<file path="src/rtl/dff_pipe_delay.sv">
// Stallable register delay line: DEPTH stages of {valid, data} with flush and occupancy count.
// Optional macro DFF_PIPE_GATE_OUT_EN forces q to zero whenever out_valid is low.
module dff_pipe_delay #(
    parameter  int WIDTH = 31,
    parameter  int DEPTH = 2,
    localparam int OCC_W = $clog2(DEPTH + 1)
) (
    input  logic             clk,
    input  logic             rst,
    input  logic             en,
    input  logic             flush,
    input  logic             in_valid,
    input  logic [WIDTH-1:0] d,
    output logic             out_valid,
    output logic [WIDTH-1:0] q,
    output logic [OCC_W-1:0] occ
);

    if (DEPTH < 1) begin : g_depth_check
        $error("dff_pipe_delay: DEPTH must be at least 1");
    end

    logic [DEPTH-1:0] valid_r;
    logic [WIDTH-1:0] data_r [DEPTH];
    logic [OCC_W-1:0] occ_r;
    logic [OCC_W-1:0] occ_next_s;

    // Occupancy update: one word may enter and one may leave on the same edge
    always_comb begin
        occ_next_s = occ_r;
        if (in_valid && !valid_r[DEPTH-1]) begin
            occ_next_s = occ_r + OCC_W'(1'b1);
        end else if (!in_valid && valid_r[DEPTH-1]) begin
            occ_next_s = occ_r - OCC_W'(1'b1);
        end else begin
            occ_next_s = occ_r;
        end
    end

    // Stage registers: async reset, then flush over enable over hold
    always_ff @(posedge clk or negedge rst) begin
        if (!rst) begin
            valid_r <= '0;
            occ_r   <= '0;
            for (int i = 0; i < DEPTH; i++) begin
                data_r[i] <= '0;
            end
        end else if (flush) begin
            // Data words are left in place; only the valid bits are cleared.
            valid_r <= '0;
            occ_r   <= '0;
        end else if (en) begin
            valid_r[0] <= in_valid;
            data_r[0]  <= d;
            for (int i = 1; i < DEPTH; i++) begin
                valid_r[i] <= valid_r[i-1];
                data_r[i]  <= data_r[i-1];
            end
            occ_r <= occ_next_s;
        end else begin
            valid_r <= valid_r;
            occ_r   <= occ_r;
        end
    end

    assign out_valid = valid_r[DEPTH-1];
    assign occ       = occ_r;

`ifdef DFF_PIPE_GATE_OUT_EN
    assign q = data_r[DEPTH-1] & {WIDTH{valid_r[DEPTH-1]}};
`else
    assign q = data_r[DEPTH-1];
`endif

endmodule
</file>
<file path="config.mk">
export PLATFORM = sky130hd
export DESIGN_NAME = dff_pipe_delay
export DESIGN_NICKNAME = d
export VERILOG_FILES = /design/src/rtl/dff_pipe_delay.sv
export SDC_FILE = /design/constraint.sdc
export NUM_CORES = 1
export LEC_CHECK = 0
export ABC_CLOCK_PERIOD_IN_PS = 2150
export BUFFER_PORTS_ARGS = -buffer_cell sky130_fd_sc_hd__buf_2
export CORE_UTILIZATION = 58
export DETAILED_ROUTE_END_ITERATION = 8
export GPL_TIMING_DRIVEN = 0
export PLACE_DENSITY = 0.85
export SETUP_SLACK_MARGIN = 0.05
export SYNTH_ARGS = -nofsm -noshare
export SYNTH_HDL_FRONTEND = slang
export SYNTH_SLANG_ARGS = --single-unit
</file>
<file path="constraint.sdc">
create_clock -name clk -period 2.15 [get_ports clk]
set_input_delay 0.215 -clock clk [delete_from_list [all_inputs] [get_ports clk]]
set_output_delay 0.215 -clock clk [all_outputs]
set_load 0.02 [all_outputs]
</file>
**After elaboration in Yosys (flattened, before gate mapping)**

Index checks and enable logic that the tools add are counted.
W data, S select, Z words.

- Register bits: 66
- Input port bits: 36
- Output and inout port bits: 34

- $add $sub $neg: 2
- Muxes and demuxes: 6
- Bitwise logic cells: 1
- Reductions and logical operators: 8

Operators with widths:

| operator | number |
|---|---|
| $mux W2 | 6 |
| $reduce_and A2 Y1 | 2 |
| $reduce_bool A3 Y1 | 1 |
| $add A2 B1 Y2 const B | 1 |
| $logic_and A1 B1 Y1 | 2 |
| $logic_not A1 Y1 | 2 |
| $reduce_bool A2 Y1 | 1 |
| $sub A2 B1 Y2 const B | 1 |
| $not A1 Y1 | 1 |

**Depth between registers and ports, before layout**

- Word-level depth: 6
- Depth in mapped cells: 4
- Gate-level depth less buffers: 3

**Worst setup path after synthesis**

No wires, ideal clock.

- Path kind: register to register
- From: register occ_r[0] (netlist: occ[0])
- To: register occ_r[1] (netlist: occ[1])
- Setup time: 0.125 ns
- Arrival time: 1.160 ns
- Required time: 2.025 ns
- Path slack: 0.865 ns
- Stages on the path, launching flop included: 4
- Buffers on the path: 0
- Cell sequence: dfrtp_1 -> or2b_1 -> o22ai_1 -> mux2_2

- Cells in the longest elaborated chain, start to end: 5
- Elaborated cells on any way between the ends: 6
- Those cells by class: add/sub: 2; mux: 4

Ends and longest elaborated chain:

| element | line | RTL |
|---|---|---|
| start, declared | 25 | `logic [OCC_W-1:0] occ_r;` |
| start signal, assigned | 59 | `occ_r <= occ_next_s;` |
| start signal, assigned | 62 | `occ_r <= occ_r;` |
| $sub A2 B1 Y2 | 34 | `occ_next_s = occ_r - OCC_W'(1'b1);` |
| $mux W2 | 33 | `end else if (!in_valid && valid_r[DEPTH-1]) begin` |
| $mux W2 * | 31 | `if (in_valid && !valid_r[DEPTH-1]) begin` |
| $mux W2 * | 52 | `end else if (en) begin` |
| $mux W2 * | 48 | `end else if (flush) begin` |

Every way passes the cells marked *; elsewhere a longest branch is shown, timed or not. The select of a mux whose other input is x is not followed.
A chain may end at the register's enable or synchronous reset.

**Worst setup path after layout**

Ends and elaborated chain as after synthesis.

==> flow_metrics.env <==
export IMPL_diodes=0
export IMPL_skew_ns=0.00684
export IMPL_synthCells=183
export IMPL_maxCapViolations=0
export IMPL_post_cts_resized=0
export IMPL_avgSynthCellArea_sq_um=16.8
export IMPL_clk_pin_slew_worst_paths_ns=0.07
export IMPL_fin_ws_ns=0.897
export IMPL_r2r_cells=3
export IMPL_cts_made_buffers=9
export IMPL_cts_tree="yes"
export IMPL_antenna_found_initial=0
export IMPL_worstPathArrival_ns=1.47
export IMPL_track_usage_pct=18.8
export IMPL_die_area_sq_um=5590
export IMPL_finalCriticalPeriod_ns=1.25
export IMPL_dieWidth_microns=74.8
export IMPL_htreeDepth=3
export IMPL_max_vdd_ir_drop_mv=0.572
export IMPL_vias=1583
export IMPL_ant_nets=0
export IMPL_dp_slack_ns=0.862
export IMPL_route_detailed_drc=0
export IMPL_core_area_sq_um=5110
export IMPL_rsz0062_at_grt="false"
export IMPL_final_hold_viol_count=50
export IMPL_p_leak_nw=1.89
export IMPL_synth_nets=219
export IMPL_required_ns=2.36
export IMPL_ys_warnings_count=0
export IMPL_nets=299
export IMPL_grt_ovfl_total=0
export IMPL_clk_latency_ns=0.33
export IMPL_setup_violations=0
export IMPL_rr_endpoint="occ[1]"
export IMPL_slew_headroom_pct=46.9
export IMPL_rr_startpoint="occ[0]"
export IMPL_violations="hold timing"
export IMPL_die_h_microns=74.8
export IMPL_fin_setup_tns_ns=0
export IMPL_max_slew_worst_pin_slew_ns=0.796
export IMPL_wl_microns=4680
export IMPL_grt_max_degree=67
export IMPL_portBuffers=69
export IMPL_final_area_sq_um=3690
export IMPL_cts_sinks=66
export IMPL_status="finished with violations"
export IMPL_grt_pass1_vias=1556
export IMPL_endpoint="occ[1]"
export IMPL_drt_iter0_drc=50
export IMPL_cts_hold_buf=0
export IMPL_hold_slack_ns=-0.0235
export IMPL_placementRows=26
export IMPL_clockBufferDepth=2
export IMPL_via_per_inst=4.70
export IMPL_post_route_period_util_pct=58.3
export IMPL_critical_path_class="reg -> reg"
export IMPL_place_hpwl_microns=3230
export IMPL_place_area_sq_um=3510
export IMPL_cp_end_kind="flop"
export IMPL_initial_core_util_pct=60.1
export IMPL_syn_area_sq_um=3070
export IMPL_drv_slew=0
export IMPL_rrSetupSlack_ns=0.90
export IMPL_wl_per_cell_microns=13.9
export IMPL_ys_seq_area_share_pct=53.8
export IMPL_fmax_mhz=798
export IMPL_crit_path_start_kind="flop"
export IMPL_cts_root_buffer="clkbuf_8"
export IMPL_critPathMaxFanout=5
export IMPL_postCtsSetupRepairBufs=0
export IMPL_synth_seq_cells=66
export IMPL_power_mw=3.62
export IMPL_grt_pass1_wl_microns=7450
export IMPL_cp_startpoint="occ[0]"
export IMPL_top_level_ports=70
export IMPL_powerDensity_nw_per_um2=981
export IMPL_worstHoldPathType="in -> async"
export IMPL_firstDrtPassIters=4
export IMPL_ys_types=14
export IMPL_place_congestion=0.711
export IMPL_area_growth_syn_to_layout_pct=20.2
export IMPL_final_util_pct=72.3
export IMPL_layout_drive_gt1_share_pct=69.3
## placed cells by master, fill, tap and decap left out
master / n
nor2_1: 4
buf_12: 7
o22ai_1: 1
mux2i_1: 2
nand2b_1: 2
mux2_2: 4
bufinv_16: 1
a21boi_0: 1
or2b_1: 1
nand2_1: 1
buf_2: 68
clkbuf_8: 10
clkinv_2: 2
and2b_1: 2
clkbuf_1: 2
buf_4: 32
dfrtp_1: 66
mux2_4: 60
nor2b_4: 1
## per-stage QoR
stage	cells	hold slack, ns
after floorplan	183	-0.0806
after global placement	322	0.446
after detailed placement	322	0.354
after CTS	337	0.00484
after global routing	337	0.0450
final	337	-0.0235
## sequential cells by signal, summed over array words and instances (netlist names)
name / flops
occ: 2
data_r: 31
q: 31
valid_r: 2
## final cells by class
type | count | area (sq um)
fill | 361 | 1420
sequential | 66 | 1650
buffer | 38 | 373
clock buffer | 12 | 145
timing repair buffer | 69 | 348
clock inverter | 3 | 40.0
tap | 70 | 87.6
multi-input combinational | 79 | 1050
## where the power goes
group	leakage (nW)	internal, mW	switching [mW]
sequential	0.784	1.48	0.139
combinational	1.01	0.626	0.404
clock	0.0962	0.558	0.419
total	1.89	2.66	0.962
## worst max-delay path: stages, from the launching register on
cell     delay [ns]
dfrtp_1        0.41
or2b_1         0.23
o22ai_1        0.15
mux2_2         0.35
## cells by family after synthesis
kind of cell,synth area share (%)
AND/OR/NAND/NOR,2.20
buffers and inverters,12.1
AO/OA/AOI/OAI,0.448
multiplexers,31.4
flip-flops,53.8
## cell usage after synthesis
cell type	count	share of area (%)
and2b_1	2	0.49
o22ai_1	1	0.20
mux2_4	60	29
nor2_1	4	0.49
mux2_2	4	1.5
or2b_1	1	0.24
buf_12	7	4.6
nor2b_4	1	0.45
buf_4	31	7.6
nand2b_1	2	0.41
nand2_1	1	0.12
mux2i_1	2	0.65
dfrtp_1	66	54
a21boi_0	1	0.24
## how the worst min path moves through the flow
stage | from | endpoint | cells past startpoint
after global routing | rst | data_r[32] | 1
final | rst | q[8] | 1
after detailed placement | rst | q[8] | 1
after floorplan | rst | data_r[31] | 0
after CTS | rst | q[8] | 1
after global placement | d[20] | data_r[51] | 2
## metal layers
layer | global-route usage [%] | wire (microns)
met5 | 0 | 0
met4 | 9.43 | 69
met3 | 5.22 | 195
met2 | 27.7 | 2290
met1 | 25.6 | 2120
Note: power is estimated with default switching activity, not from simulation.
